==> config.mk <==
export PLATFORM = sky130hd
export DESIGN_NAME = display_scan_driver
export DESIGN_NICKNAME = d
export VERILOG_FILES = /design/src/rtl/display_scan_driver.sv
export SDC_FILE = /design/constraint.sdc
export NUM_CORES = 1
export LEC_CHECK = 0
export ABC_CLOCK_PERIOD_IN_PS = 3400
export CORE_AREA = 2 2 71 73
export DETAILED_ROUTE_END_ITERATION = 7
export DIE_AREA = 0 0 73 75
export PLACE_DENSITY = 0.71
export SKIP_LAST_GASP = 1
export SYNTH_ARGS = -nofsm -noshare
export SYNTH_HDL_FRONTEND = slang
export SYNTH_SLANG_ARGS = --single-unit
==> constraint.sdc <==
create_clock -name clk -period 3.4 [get_ports clk]
set_input_delay 1.02 -clock clk [delete_from_list [all_inputs] [get_ports clk]]
set_output_delay 1.02 -clock clk [all_outputs]
set_load 0.05 [all_outputs]
==> src/rtl/display_scan_driver.sv <==
// display_scan_driver
// -------------------------------------------------------------------------
// Time-multiplexed scanner for a 4-digit hex display. It sits upstream of a
// hex-to-7-segment decoder. A prescaler sets how long each digit stays lit.
// A 2-bit digit index walks the four nibbles of the active display value.
// New values are captured into a pending buffer and promoted to the active
// buffer only at frame boundaries (digit index wrapping 3->0), so a frame
// never mixes old and new digits.
//
// Ports
//   clk        : system clock, rising-edge active
//   rst        : synchronous active-high reset
//   value_in   : 16-bit value; digit 0 = [3:0] (rightmost), digit 3 = [15:12]
//   load       : one-cycle strobe, captures value_in into the pending buffer
//   blank_lz   : leading-zero blanking enable (combinational effect)
//   A,B,C,D    : current nibble to the decoder, A = MSB, D = LSB
//   anode_n    : active-low one-hot digit enable, bit i = digit i
//   frame_done : one-cycle pulse in the first cycle of each new frame
// -------------------------------------------------------------------------
module display_scan_driver #(
    parameter int CLK_DIV = 50000
) (
    input  logic        clk,
    input  logic        rst,
    input  logic [15:0] value_in,
    input  logic        load,
    input  logic        blank_lz,
    output logic        A,
    output logic        B,
    output logic        C,
    output logic        D,
    output logic [3:0]  anode_n,
    output logic        frame_done
);

    localparam int CNT_W = (CLK_DIV > 1) ? $clog2(CLK_DIV) : 1;
    localparam logic [CNT_W-1:0] CNT_TC = CNT_W'(CLK_DIV - 1);

    logic [CNT_W-1:0] cnt_q, cnt_d;
    logic [1:0]       dig_q, dig_d;
    logic [15:0]      pending_q, pending_d;
    logic             pv_q, pv_d;
    logic [15:0]      active_q, active_d;
    logic             frame_done_q, frame_done_d;

    logic             tc_s;
    logic             wrap_s;
    logic [3:0]       nibble_s;
    logic             blank_s;

    // Next-state logic for prescaler, digit index and the double buffer.
    always_comb begin
        tc_s         = (cnt_q == CNT_TC);
        wrap_s       = tc_s && (dig_q == 2'd3);

        cnt_d        = cnt_q;
        dig_d        = dig_q;
        pending_d    = pending_q;
        pv_d         = pv_q;
        active_d     = active_q;
        frame_done_d = wrap_s;

        // With CLK_DIV = 1 the terminal count is always hit, so the counter
        // stays at zero and the digit advances every cycle.
        if (tc_s) begin
            cnt_d = {CNT_W{1'b0}};
            dig_d = dig_q + 2'd1;
        end else begin
            cnt_d = cnt_q + CNT_W'(1);
            dig_d = dig_q;
        end

        if (load) begin
            pending_d = value_in;
        end else begin
            pending_d = pending_q;
        end

        // A load coinciding with the wrap bypasses the pending buffer so the
        // newest value is shown from the very first digit of the new frame.
        if (wrap_s) begin
            pv_d = 1'b0;
            if (load) begin
                active_d = value_in;
            end else if (pv_q) begin
                active_d = pending_q;
            end else begin
                active_d = active_q;
            end
        end else if (load) begin
            pv_d     = 1'b1;
            active_d = active_q;
        end else begin
            pv_d     = pv_q;
            active_d = active_q;
        end
    end

    // State registers with synchronous reset.
    always_ff @(posedge clk) begin
        if (rst) begin
            cnt_q        <= {CNT_W{1'b0}};
            dig_q        <= 2'd0;
            pending_q    <= 16'h0000;
            pv_q         <= 1'b0;
            active_q     <= 16'h0000;
            frame_done_q <= 1'b0;
        end else begin
            cnt_q        <= cnt_d;
            dig_q        <= dig_d;
            pending_q    <= pending_d;
            pv_q         <= pv_d;
            active_q     <= active_d;
            frame_done_q <= frame_done_d;
        end
    end

    // Nibble select and leading-zero detection for the current digit.
    // A digit is a leading zero when it and every digit to its left are zero.
    always_comb begin
        nibble_s = 4'h0;
        blank_s  = 1'b0;
        case (dig_q)
            2'd0: begin
                nibble_s = active_q[3:0];
                blank_s  = 1'b0;
            end
            2'd1: begin
                nibble_s = active_q[7:4];
                blank_s  = blank_lz && (active_q[15:4] == 12'h000);
            end
            2'd2: begin
                nibble_s = active_q[11:8];
                blank_s  = blank_lz && (active_q[15:8] == 8'h00);
            end
            2'd3: begin
                nibble_s = active_q[15:12];
                blank_s  = blank_lz && (active_q[15:12] == 4'h0);
            end
            default: begin
                nibble_s = 4'h0;
                blank_s  = 1'b0;
            end
        endcase
    end

    // Output drive: the nibble is presented even while its anode is blanked.
    always_comb begin
        A = nibble_s[3];
        B = nibble_s[2];
        C = nibble_s[1];
        D = nibble_s[0];
        if (blank_s) begin
            anode_n = 4'b1111;
        end else begin
            anode_n = ~(4'b0001 << dig_q);
        end
        frame_done = frame_done_q;
    end

endmodule

==> results.yml <==
sta:
  fmax_mhz: 305.9
  slew_viol_final: 0
  skew_ns: 0.009505
  finalWorstSetupSlack_ns: 0.1311
  fin_setup_tns_ns: 0
  hold_viol: 0
  post-route-period-util: 0.9614
  period_needed_ns: 3.269
  worst_slew_pin_slew_ns: 0.5490
  rsz0062_at_grt: "false"
  finalSetupViolCount: 0
  maxSlewHeadroom: 0.6340
placed_design:
  dp_cells: 304
  gp_congestion: 0.8403
  portBuffers: 28
  pre_cts_ws_ns: 0.2540
  hpwlAfterDp_mm: 2.765
  placed_area_um2: 2613
finish:
  area_growth_syn_to_layout_pct: 20.84
  fin_area_um2: 2735
  fin_nets: 283
  drive_above_1_share: 0.1240
  insertedDiodeCount: 0
  instances_no_fill: 312
yosys:
  synth_cell_types: 32
  synth_seq_area_share: 0.4599
  synth.largest_area_cell: "dfxtp_1"
  yosys-top-cells-area: "dfxtp_1 46%, mux2i_1 9.3%, mux2_2 8.0%, nor2_1 7.1%, xnor2_1 4.6%"
  syn_inst: 231
  synth_area_um2: 2263
  async_flop_share: 0
  avgSynthCellArea_um2: 9.798
  yosysWarnings: 0
  synthFlopType: "dfxtp_1"
  synth-edff-count: 0
  synth_seq_cells: 52
  syn_nets: 257
  yosysTopAreaCellShare: 0.4599
critical_path:
  cp.required_ns: 2.38
  crit_path_end_kind: "output pin"
  cp.arrival_ns: 2.25
  start_kind: "flop"
  crit_type: "flop to output pin"
  slowest_delay_ns: 0.72
  critPathMaxFanout: 5
  crit_path_top_delay_cell: "clkdlybuf4s50_1"
  path_cells: "inv_1 -> ha_1 -> a222oi_1 -> mux2i_1 -> clkdlybuf4s50_1"
floorplan:
  fp.dieW_um: 73
  ios: 29
  dieArea_um2: 5475
  core-area_um2: 4661
  die_h_um: 75
  rows: 25
  initial_core_util: 0.4856
grt:
  antenna_found_initial: 0
  grt_pass1_vias: 1565
  grt_max_degree: 39
  grtUsageTotal: 0.1588
  grt_overflow: 0
  grt_pass1_wl_mm: 6.796
outcome:
  status: "finished, final reports clean"
cts:
  post_cts.repair.setup_buffers: 0
  max-clock-path-buffers: 2
  cts_tree: "built"
  clock_latency_ns: 0.31
  clk_pin_slew_ns: 0.09
  cts_num_sinks: 52
  cts-root-buf: "clkbuf_8"
  hold_buffers: 0
  cts_buffers: 5
  cts-htree-levels: 2
  ctsResizeCount: 0
pwr:
  vdd_drop_max_mv: 0.3058
  p_leak_nw: 1.151
  p_per_area_nw_per_um2: 410.4
  p_total_mw: 1.123
drt:
  viasPerCell: 5.141
  dr_total_vias: 1604
  drt-wirelength-per-cell_um: 12.69
  first_pass_iters: 4
  ant_nets: 0
  totalWireLength_mm: 3.960
  drc: 0
  dr.first_iter.drc_count: 157
worst_hold_path:
  hold_class: "flop to flop"
job:
  maxCapViolCount: 0
-- final cells by class --
cell class                      instances  area [um^2]
Inverter                               12        45.04
Clock buffer                            5        68.82
Timing Repair Buffer                   31        352.8
Clock inverter                          3        46.29
Sequential cell                        52         1041
Multi-Input combinational cell        155         1114
Fill cell                             407         1926
Tap cell                               54        67.56
-- kinds of logic (layout without fill, tap and decap cells) --
logic type      Yosys count  in the layout  synth area share
compound gates            9              9           0.03151
simple gates             88             88            0.1968
flops                    52             52            0.4599
mux                      37             37            0.1725
fa+ha+maj                 6              6           0.03317
buf+inv                  24             51           0.04809
xor+xnor                 15             15           0.05804
-- synth_stat cells (2+ instances only) --
master	instances
a222oi_1	4
clkbuf_1	9
dfxtp_1	52
ha_1	6
inv_1	12
mux2_2	16
mux2i_1	21
nand2_1	2
nand3_1	9
nand4_1	4
nor2_1	43
nor2b_1	12
nor3_1	4
nor4_1	5
o21ai_0	2
xnor2_1	12
xor2_1	3
-- sequential cells by signal, indices dropped and copies added (netlist names) --
signal	flops
active_q	16
pv_q	1
pending_q	16
frame_done	1
dig_q	2
cnt_q	16
-- final timing paths --
path,startpoint,cells past startpoint,slack (ns),endpoint
min,cnt_q[0]$_SDFF_PP0_,1,0.50,cnt_q[0]$_SDFF_PP0_
min reg2reg,cnt_q[0]$_SDFF_PP0_,1,0.50,cnt_q[0]$_SDFF_PP0_
max,dig_q[1]$_SDFFE_PP0N_,5,0.13,B
max reg2reg,cnt_q[0]$_SDFF_PP0_,6,0.66,active_q[6]$_SDFFE_PP0P_
-- layout by cell type, fill, tap and decap left out, types with 2 or more instances in the layout --
| cell | n |
|---|---|
| buf_4 | 2 |
| nand2_1 | 2 |
| clkdlybuf4s50_1 | 22 |
| nand4_1 | 4 |
| xor2_1 | 3 |
| nor2b_1 | 12 |
| xnor2_1 | 12 |
| clkbuf_8 | 5 |
| dfxtp_1 | 52 |
| dlymetal6s2s_1 | 3 |
| nand3_1 | 9 |
| ha_1 | 6 |
| o21ai_0 | 2 |
| buf_12 | 4 |
| mux2_2 | 16 |
| a222oi_1 | 4 |
| nor2_1 | 43 |
| mux2i_1 | 21 |
| inv_1 | 12 |
| nor4_1 | 5 |
| nor3_1 | 4 |
-- worst max-delay path: cells and delay by family (launching register included) --
| family | cells | cell delay [ns] |
|---|---|---|
| AOI/OAI and AO/OA | 1 | 0.39 |
| buffers and inverters | 2 | 0.81 |
| DFF | 1 | 0.38 |
| muxes | 1 | 0.13 |
| adders and majority gates | 1 | 0.24 |
-- report_power, final --
| part | total [mW] | internal, mW | switching, mW |
|---|---|---|---|
| logic | 0.0668 | 0.0369 | 0.0299 |
| clock network | 0.425 | 0.222 | 0.204 |
| registers | 0.630 | 0.623 | 0.00688 |
| total | 1.12 | 0.882 | 0.241 |
-- stage by stage --
step                utilization  hold slack (ns)
floorplan                     -           0.4491
global placement         0.5605           0.4697
detailed placement       0.5605           0.4864
CTS                      0.5852           0.5059
global route             0.5868           0.5493
finish                   0.5868           0.4982
-- per-layer routing --
metal	part of all wire	global-route usage
met1	0.47	0.1887
met2	0.47	0.2783
met3	0.049	0.04953
met4	0.011	0.04321
met5	0	0
(Power assumes the default switching activity.)
